[src/rtl/muldiv_ctrl_pkg.sv]
// Shared funct codes, FSM state encoding and op-select type for the HI/LO
// multiply/divide unit.
package muldiv_ctrl_pkg;

  localparam logic [5:0] FUNCT_MFHI  = 6'b010000;
  localparam logic [5:0] FUNCT_MFLO  = 6'b010010;
  localparam logic [5:0] FUNCT_MULT  = 6'b011000;
  localparam logic [5:0] FUNCT_MULTU = 6'b011001;
  localparam logic [5:0] FUNCT_DIV   = 6'b011010;
  localparam logic [5:0] FUNCT_DIVU  = 6'b011011;

  localparam int unsigned ITERATIONS = 32;

  typedef enum logic [1:0] {
    ST_IDLE,
    ST_RUN,
    ST_FIX
  } state_t;

  // Encoding matches funct[1:0] of the accepted ops.
  typedef enum logic [1:0] {
    OP_MULT  = 2'b00,
    OP_MULTU = 2'b01,
    OP_DIV   = 2'b10,
    OP_DIVU  = 2'b11
  } op_t;

  function automatic logic is_muldiv(input logic [5:0] func);
    return (func == FUNCT_MULT) || (func == FUNCT_MULTU) ||
           (func == FUNCT_DIV)  || (func == FUNCT_DIVU);
  endfunction

  function automatic op_t decode_op(input logic [5:0] func);
    return op_t'(func[1:0]);
  endfunction

  function automatic logic [31:0] abs32(input logic [31:0] v);
    return v[31] ? (~v + 32'd1) : v;
  endfunction

endpackage

[src/rtl/muldiv_ctrl_if.sv]
// EX-stage request / HI-LO result bundle between the pipeline and muldiv_ctrl.
interface muldiv_ctrl_if;
  logic        start;
  logic [5:0]  func;
  logic [31:0] rs_val;
  logic [31:0] rt_val;
  logic        mf_req;
  logic        busy;
  logic        stall;
  logic        done;
  logic        div_zero;
  logic [31:0] hi;
  logic [31:0] lo;

  modport master (
    output start, func, rs_val, rt_val, mf_req,
    input  busy, stall, done, div_zero, hi, lo
  );

  modport slave (
    input  start, func, rs_val, rt_val, mf_req,
    output busy, stall, done, div_zero, hi, lo
  );
endinterface

[src/rtl/muldiv_datapath.sv]
// Operand, accumulator/remainder and HI/LO registers with the shared
// adder/subtractor; sequenced by load/step/fix from muldiv_ctrl.
module muldiv_datapath
  import muldiv_ctrl_pkg::*;
(
  input  logic        clock,
  input  logic        reset,
  input  logic        load,
  input  logic        step,
  input  logic        fix,
  input  op_t         op_sel,
  input  logic [31:0] a_in,
  input  logic [31:0] b_in,
  output logic        div_by_zero,
  output logic [31:0] hi,
  output logic [31:0] lo
);

  op_t         op;
  logic [31:0] opnd;     // multiplicand or divisor magnitude
  logic [31:0] acc_hi;   // product high half / partial remainder
  logic [31:0] acc_lo;   // multiplier / dividend, shifting into quotient
  logic        neg_q;
  logic        neg_r;

  logic        in_signed;
  logic        in_div;
  logic [31:0] a_abs;
  logic [31:0] b_abs;
  logic        op_is_div;

  logic [32:0] mul_sum;
  logic [32:0] div_shift;
  logic        div_ge;
  logic [31:0] div_rem;

  logic [63:0] prod_fixed;
  logic [31:0] quo_fixed;
  logic [31:0] rem_fixed;

  always_comb begin
    in_signed = (op_sel == OP_MULT) || (op_sel == OP_DIV);
    in_div    = (op_sel == OP_DIV)  || (op_sel == OP_DIVU);
    a_abs     = in_signed ? abs32(a_in) : a_in;
    b_abs     = in_signed ? abs32(b_in) : b_in;
    op_is_div = (op == OP_DIV) || (op == OP_DIVU);
  end

  // One iteration of each algorithm; the divide compare is 33 bits wide but a
  // successful subtract always leaves a remainder that fits in 32.
  always_comb begin
    mul_sum   = {1'b0, acc_hi} + (acc_lo[0] ? {1'b0, opnd} : 33'd0);
    div_shift = {acc_hi, acc_lo[31]};
    div_ge    = div_shift >= {1'b0, opnd};
    div_rem   = div_ge ? (div_shift[31:0] - opnd) : div_shift[31:0];
  end

  always_comb begin
    prod_fixed  = neg_q ? (~{acc_hi, acc_lo} + 64'd1) : {acc_hi, acc_lo};
    quo_fixed   = neg_q ? (~acc_lo + 32'd1) : acc_lo;
    rem_fixed   = neg_r ? (~acc_hi + 32'd1) : acc_hi;
    div_by_zero = op_is_div && (opnd == '0);
  end

  always_ff @(posedge clock or negedge reset) begin
    if (!reset) begin
      op     <= OP_MULT;
      opnd   <= '0;
      acc_hi <= '0;
      acc_lo <= '0;
      neg_q  <= 1'b0;
      neg_r  <= 1'b0;
      hi     <= '0;
      lo     <= '0;
    end else if (load) begin
      op     <= op_sel;
      opnd   <= in_div ? b_abs : a_abs;
      acc_hi <= '0;
      acc_lo <= in_div ? a_abs : b_abs;
      neg_q  <= in_signed && (a_in[31] ^ b_in[31]);
      neg_r  <= in_signed && a_in[31];
    end else if (step) begin
      if (op_is_div) begin
        acc_hi <= div_rem;
        acc_lo <= {acc_lo[30:0], div_ge};
      end else begin
        {acc_hi, acc_lo} <= {mul_sum, acc_lo[31:1]};
      end
    end else if (fix) begin
      if (!op_is_div) begin
        hi <= prod_fixed[63:32];
        lo <= prod_fixed[31:0];
      end else if (div_by_zero) begin
        // Quotient stays all-ones; the remainder already holds |dividend|.
        hi <= rem_fixed;
        lo <= '1;
      end else begin
        hi <= rem_fixed;
        lo <= quo_fixed;
      end
    end
  end

endmodule

[src/rtl/muldiv_ctrl.sv]
// HI/LO multiply/divide controller: accepts MULT/MULTU/DIV/DIVU from EX,
// runs 32 iterations in muldiv_datapath and stalls dependent instructions.
module muldiv_ctrl
  import muldiv_ctrl_pkg::*;
(
  input  logic         clock,
  input  logic         reset,
  muldiv_ctrl_if.slave bus
);

  state_t     state;
  logic [4:0] count;
  logic       busy_q;
  logic       done_q;
  logic       div_zero_q;

  logic       accept;
  logic       dp_load;
  logic       dp_step;
  logic       dp_fix;
  logic       dp_div_by_zero;

  always_comb begin
    accept  = (state == ST_IDLE) && bus.start && is_muldiv(bus.func);
    dp_load = accept;
    dp_step = (state == ST_RUN);
    dp_fix  = (state == ST_FIX);
  end

  always_ff @(posedge clock or negedge reset) begin
    if (!reset) begin
      state      <= ST_IDLE;
      count      <= '0;
      busy_q     <= 1'b0;
      done_q     <= 1'b0;
      div_zero_q <= 1'b0;
    end else begin
      done_q     <= 1'b0;
      div_zero_q <= 1'b0;
      unique case (state)
        ST_IDLE: begin
          if (accept) begin
            state  <= ST_RUN;
            count  <= '0;
            busy_q <= 1'b1;
          end
        end
        ST_RUN: begin
          count <= count + 5'd1;
          if (count == 5'(ITERATIONS - 1)) begin
            state <= ST_FIX;
          end
        end
        ST_FIX: begin
          state      <= ST_IDLE;
          busy_q     <= 1'b0;
          done_q     <= 1'b1;
          div_zero_q <= dp_div_by_zero;
        end
        default: begin
          state  <= ST_IDLE;
          busy_q <= 1'b0;
        end
      endcase
    end
  end

  muldiv_datapath u_datapath (
    .clock       (clock),
    .reset       (reset),
    .load        (dp_load),
    .step        (dp_step),
    .fix         (dp_fix),
    .op_sel      (decode_op(bus.func)),
    .a_in        (bus.rs_val),
    .b_in        (bus.rt_val),
    .div_by_zero (dp_div_by_zero),
    .hi          (bus.hi),
    .lo          (bus.lo)
  );

  // Independent instructions flow while busy; only HI/LO readers and a second
  // mul/div are held.
  assign bus.stall    = busy_q && (bus.mf_req || (bus.start && is_muldiv(bus.func)));
  assign bus.busy     = busy_q;
  assign bus.done     = done_q;
  assign bus.div_zero = div_zero_q;

endmodule

[src/flat_wrapper.sv]
// flat-port wrapper written by rule: the top's interface ports become plain ports
module muldiv_ctrl_flat import muldiv_ctrl_pkg::*;
  (clock, reset, bus_start, bus_func, bus_rs_val, bus_rt_val, bus_mf_req, bus_busy, bus_stall, bus_done, bus_div_zero, bus_hi, bus_lo);
  muldiv_ctrl_if bus_i ();
  input  logic clock;
  input  logic reset;
  input wire logic [$bits(bus_i.start)-1:0] bus_start;
  input wire logic [$bits(bus_i.func)-1:0] bus_func;
  input wire logic [$bits(bus_i.rs_val)-1:0] bus_rs_val;
  input wire logic [$bits(bus_i.rt_val)-1:0] bus_rt_val;
  input wire logic [$bits(bus_i.mf_req)-1:0] bus_mf_req;
  output wire logic [$bits(bus_i.busy)-1:0] bus_busy;
  output wire logic [$bits(bus_i.stall)-1:0] bus_stall;
  output wire logic [$bits(bus_i.done)-1:0] bus_done;
  output wire logic [$bits(bus_i.div_zero)-1:0] bus_div_zero;
  output wire logic [$bits(bus_i.hi)-1:0] bus_hi;
  output wire logic [$bits(bus_i.lo)-1:0] bus_lo;
  assign bus_i.start = bus_start;
  assign bus_i.func = bus_func;
  assign bus_i.rs_val = bus_rs_val;
  assign bus_i.rt_val = bus_rt_val;
  assign bus_i.mf_req = bus_mf_req;
  assign bus_busy = bus_i.busy;
  assign bus_stall = bus_i.stall;
  assign bus_done = bus_i.done;
  assign bus_div_zero = bus_i.div_zero;
  assign bus_hi = bus_i.hi;
  assign bus_lo = bus_i.lo;
  muldiv_ctrl u_core (.clock(clock), .reset(reset), .bus(bus_i));
endmodule
[config.mk]
export PLATFORM = sky130hd
export DESIGN_NAME = muldiv_ctrl_flat
export DESIGN_NICKNAME = d
export VERILOG_FILES = /design/src/rtl/muldiv_ctrl_pkg.sv /design/src/rtl/muldiv_ctrl_if.sv /design/src/rtl/muldiv_datapath.sv /design/src/rtl/muldiv_ctrl.sv /design/src/flat_wrapper.sv
export SDC_FILE = /design/constraint.sdc
export NUM_CORES = 1
export LEC_CHECK = 0
export ABC_AREA = 1
export CAP_MARGIN = 30
export CORE_MARGIN = 5
export CORE_UTILIZATION = 61
export DETAILED_ROUTE_END_ITERATION = 8
export GPL_TIMING_DRIVEN = 0
export HOLD_SLACK_MARGIN = 0.15
export PLACE_DENSITY = 0.83
export SLEW_MARGIN = 10
export SYNTH_ARGS = -nofsm -noshare
export SYNTH_HDL_FRONTEND = slang
export SYNTH_SLANG_ARGS = --single-unit
[constraint.sdc]
create_clock -name clock -period 3.4 [get_ports clock]
set_input_delay 0.34 -clock clock [delete_from_list [all_inputs] [get_ports clock]]
set_output_delay 0.34 -clock clock [all_outputs]
set_load 0.02 [all_outputs]
==> impl_results.html <==
<table>
<tr><th>Metric</th><th>Value</th></tr>
<tr><th colspan="2">CTS</th></tr>
<tr><td>CTS tree</td><td>done</td></tr>
<tr><td>CTS buffer count</td><td>17</td></tr>
<tr><td>Clock-pin transition on the worst setup and hold timing paths</td><td>70 ps</td></tr>
<tr><td>Insertion delay of the later-clocked pin in the worst-skew pair</td><td>460 ps</td></tr>
<tr><td>Sink count of the clock tree</td><td>173</td></tr>
<tr><td>Number of post-CTS setup repair buffers</td><td>0</td></tr>
<tr><td>Deepest clock path buffer count</td><td>2</td></tr>
<tr><td>Cell chosen for the clock root</td><td>clkbuf_16</td></tr>
<tr><td>H-Tree Depth</td><td>4</td></tr>
<tr><th colspan="2">Critical path</th></tr>
<tr><td>Dominant cell type by count on the critical path</td><td>nand2_1</td></tr>
<tr><td>Slowest library cell on the worst path</td><td>nor3_1</td></tr>
<tr><td>Stage delay of the slowest cell on the critical path</td><td>430 ps</td></tr>
<tr><td>CP Data Arrival Time</td><td>3550 ps</td></tr>
<tr><td>Type of the worst setup path</td><td>reg2reg</td></tr>
<tr><td>FF-to-FF End</td><td>u_core.u_datapath.acc_hi[18]</td></tr>
<tr><td>Register-to-Register Path Depth</td><td>16</td></tr>
<tr><td>Gate family responsible for the most delay along the worst path</td><td>simple AND/OR/NAND/NOR gates</td></tr>
<tr><td>Startpoint class of the critical path</td><td>flip-flop</td></tr>
<tr><td>Worst setup EP type</td><td>flip-flop</td></tr>
<tr><td>Required arrival time at the worst endpoint</td><td>3750 ps</td></tr>
<tr><td>CP Cell Sequence</td><td>clkbuf_4 &gt; clkbuf_1 &gt; nand2_1 &gt; inv_1 &gt; ha_1 &gt; nand2_1 &gt; nor2_1 &gt; inv_1 &gt; nor3_1 &gt; o21ai_0 &gt; nand4_1 &gt; nand3_1 &gt; nand2_1 &gt; inv_1 &gt; nand2_1 &gt; nand2_1</td></tr>
<tr><td>Highest net fanout along the worst path</td><td>17</td></tr>
<tr><td>Reg-to-reg critical path startpoint</td><td>u_core.u_datapath.acc_lo[0]</td></tr>
<tr><td>Slack of the worst reg-to-reg path</td><td>200 ps</td></tr>
<tr><td>Bufs and invs on worst path</td><td>5</td></tr>
<tr><th colspan="2">Floorplan</th></tr>
<tr><td>Area of the die</td><td>0.03235 mm^2</td></tr>
<tr><td>Number of top-level design ports</td><td>142</td></tr>
<tr><td>Die X</td><td>179.9 um</td></tr>
<tr><td>Die Ht</td><td>179.9 um</td></tr>
<tr><td>Core Footprint</td><td>0.02863 mm^2</td></tr>
<tr><td>Row cnt</td><td>62</td></tr>
<tr><td>Effective utilization at floorplan</td><td>61.48%</td></tr>
<tr><th colspan="2">Flow run</th></tr>
<tr><td>Count of max-cap constraint violations</td><td>0</td></tr>
<tr><th colspan="2">Timing</th></tr>
<tr><td>Unrepaired setup endpoints after global routing</td><td>false</td></tr>
<tr><td>Fmax</td><td>0.3123 GHz</td></tr>
<tr><td>Clock period minus final worst setup slack</td><td>3202 ps</td></tr>
<tr><td>Worst-case clock skew</td><td>12.25 ps</td></tr>
<tr><td>Relative slew margins</td><td>37.94%</td></tr>
<tr><td>Post-route clock period utilization</td><td>94.17%</td></tr>
<tr><td>Setup violation total in the final timing report</td><td>0</td></tr>
<tr><td>Max Slew Vio Count</td><td>0</td></tr>
<tr><td>Final total negative setup slack</td><td>0 ps</td></tr>
<tr><td>Final number of hold-violating endpoints</td><td>0</td></tr>
<tr><td>Slew of the pin with the lowest slew margin</td><td>930.9 ps</td></tr>
<tr><th colspan="2">Power</th></tr>
<tr><td>Pwr Total</td><td>0.01700 W</td></tr>
<tr><td>Reported leakage power</td><td>10.33 nW</td></tr>
<tr><td>IR Drop Worst-Case VDD</td><td>0.0004209 V</td></tr>
<tr><td>Power density cells</td><td>844.3 mW/mm^2</td></tr>
<tr><th colspan="2">Cells and area</th></tr>
<tr><td>Layout cells sized above 1</td><td>4.413%</td></tr>
<tr><td>Area added between synthesis and finish</td><td>14.42%</td></tr>
<tr><td>Number of nets in the layout</td><td>3,283</td></tr>
<tr><td>Antenna fix cells</td><td>0</td></tr>
<tr><td>Number of fill cells in the layout</td><td>2,562</td></tr>
<tr><th colspan="2">Synth</th></tr>
<tr><td>Synth Flop Type</td><td>dfrtp_1</td></tr>
<tr><td>Register bit count reported by yosys</td><td>173</td></tr>
<tr><td>Cell count after synthesis</td><td>2,977</td></tr>
<tr><td>Count of warnings emitted by yosys</td><td>0</td></tr>
<tr><td>Post-synthesis instance area</td><td>0.01760 mm^2</td></tr>
<tr><td>Total nets after synthesis</td><td>3,123</td></tr>
<tr><td>Syn avg cell area</td><td>5.912 um^2</td></tr>
<tr><td>Distinct cell type count of the synthesized netlist</td><td>55</td></tr>
<tr><td>Async set-or-reset flop fraction in the synthesized netlist</td><td>100.0%</td></tr>
<tr><td>Sequential cell area fraction in the yosys report</td><td>24.60%</td></tr>
<tr><td>Number of enable flip-flop cells after synthesis</td><td>0</td></tr>
<tr><th colspan="2">Status</th></tr>
<tr><td>Run status</td><td>completed</td></tr>
<tr><th colspan="2">Min path</th></tr>
<tr><td>Worst hold start</td><td>bus_func[1]</td></tr>
<tr><td>Tightest Hold Check Type</td><td>in2reg</td></tr>
<tr><td>Hold Path Sink</td><td>u_core.u_datapath.opnd[29]</td></tr>
<tr><td>Count of cells along the worst hold path</td><td>4</td></tr>
<tr><th colspan="2">Routing</th></tr>
<tr><td>Initial drt markers</td><td>3,463</td></tr>
<tr><td>Residual DRC</td><td>0</td></tr>
<tr><td>Total detailed-routing wirelength</td><td>71,820 um</td></tr>
<tr><td>Wire length per cell</td><td>20.32 um</td></tr>
<tr><td>Vias per Instance</td><td>6.111</td></tr>
<tr><td>Detailed Routing Iterations Pass 1</td><td>7</td></tr>
<tr><td>Routed via count</td><td>21,600</td></tr>
<tr><td>Antenna Nets Post-Route</td><td>0</td></tr>
<tr><th colspan="2">Global route</th></tr>
<tr><td>Number of global-route vias before repair</td><td>20,220</td></tr>
<tr><td>Global-route total usage across every layer</td><td>42.87%</td></tr>
<tr><td>Total congestion overflow</td><td>0</td></tr>
<tr><td>Number of antenna violations at the first check in global routing</td><td>0</td></tr>
<tr><td>Global-route wire length before repair</td><td>110,100 um</td></tr>
<tr><td>Pin count of the biggest net entering global routing</td><td>114</td></tr>
<tr><th colspan="2">Placed design</th></tr>
<tr><td>Global placement routability congestion</td><td>1.134</td></tr>
<tr><td>Detailed-placement wirelength estimate</td><td>57,530 um</td></tr>
<tr><td>Number of buffers inserted by port buffering</td><td>140</td></tr>
</table>
layout by cell type, fill, tap and decap left out, types with 6 or more instances in the layout:
master,count
o211ai_1,34
nand3b_1,18
nand2_2,12
clkbuf_1,47
clkdlybuf4s50_1,139
inv_2,7
o21ai_0,120
o22ai_1,13
nor2_4,6
xor2_1,46
dfrtp_1,173
or2_2,20
a21oi_1,106
nand2_1,950
nand3_1,319
clkbuf_16,17
nor4_1,8
o221ai_1,17
buf_2,24
a31oi_1,18
o21bai_1,14
nor2_2,6
ha_1,70
nand4_1,60
nor2_1,300
inv_1,455
o21ai_1,17
o31ai_1,6
xnor2_1,18
nor3_1,32
area by class of cell:
type	instances	area (um^2)	area share (%)
multi-input combinational	2254	11130	55.26
buffer	86	404.1	2.007
inverter	463	1738	8.631
clock buffer	18	439.2	2.181
sequential	173	4329	21.50
clock inverter	14	173.9	0.8637
timing repair buffer	142	1444	7.170
tap	384	480.5	2.386
what timing repair did:
item	in CTS	in global routing
hold buffers	1	0
gates resized for setup	0	3
endpoints found under the hold margin	60	0
setup endpoints to repair	4	8
worst min-delay path, stage by stage:
cell,delay (ps)
clkbuf_2,230
nand2_1,80
nand3_1,100
nand2_1,50
report_power, final:
part	leakage (nW)	switching [W]	internal, W
Sequential	1.99	0.00124	0.00258
Clock	0.293	0.000977	0.00107
Combinational	8.05	0.00759	0.00354
state kept, by name, summed over array words and instances (netlist names):
signal,flops
u_core.u_datapath.neg_r,1
u_core.bus.div_zero,1
u_core.bus.busy,1
u_core.state,2
u_core.bus.done,1
u_core.u_datapath.neg_q,1
u_core.u_datapath.acc_hi,32
u_core.count,5
u_core.u_datapath.acc_lo,32
u_core.u_datapath.hi,32
u_core.u_datapath.lo,32
u_core.u_datapath.op,1
u_core.u_datapath.opnd,32
metal layers:
layer	vias up	track usage, %	routed length [um]
met2	1678	63.86	29490
met5	-	0	0
li1	9888	-	-
met1	9670	55.56	26740
met3	362	9.175	9330
met4	0	29.84	6258
cells by family after synthesis:
family / synth area share [%]
XOR/XNOR: 3.185
flip-flops: 24.60
adder cells (fa/ha/maj): 5.204
buffers and inverters: 12.17
AND/OR/NAND/NOR: 42.71
AO/OA/AOI/OAI: 12.13
how the worst max path moves through the flow:
stage	start	end	slack, ps	cells past startpoint
after floorplan	u_core.u_datapath.acc_lo[0]	u_core.u_datapath.acc_hi[27]	840	21
after global placement	reset	u_core.u_datapath.hi[28]	-4940	1
after detailed placement	u_core.u_datapath.acc_lo[0]	u_core.u_datapath.acc_hi[27]	-20	21
after CTS	u_core.u_datapath.acc_lo[0]	u_core.u_datapath.acc_hi[18]	240	16
after global routing	u_core.u_datapath.acc_lo[0]	u_core.u_datapath.acc_hi[27]	10	20
final	u_core.u_datapath.acc_lo[0]	u_core.u_datapath.acc_hi[18]	200	16
synth_stat cells, types with 34 or more instances:
library cell	count	area, um^2
xor2_1	46	402.9
nand2_1	950	3566
clkbuf_1	49	183.9
o21ai_0	120	600.6
o211ai_1	34	255.2
ha_1	70	875.8
nor2_1	300	1126
nand3_1	319	1597
nand4_1	60	375.4
dfrtp_1	173	4329
inv_1	455	1708
a21oi_1	106	530.5
through the flow:
| step | setup WS, ps | utilization (%) | hold slack, ps | cell area [um^2] | std cells |
|---|---|---|---|---|---|
| floorplan | 836.4 | - | 44.41 | 17600 | 2977 |
| global placement | -4944 | 68.06 | 462.3 | 19480 | 3501 |
| detailed placement | -22.78 | 68.17 | 302.4 | 19510 | 3502 |
| CTS | 235.6 | 70.33 | 358.1 | 20130 | 3534 |
| global route | 11.47 | 70.35 | 397.6 | 20140 | 3534 |
| finish | 198.3 | 70.35 | 381.7 | 20140 | 3534 |
Power figures use the tool's default switching activity.
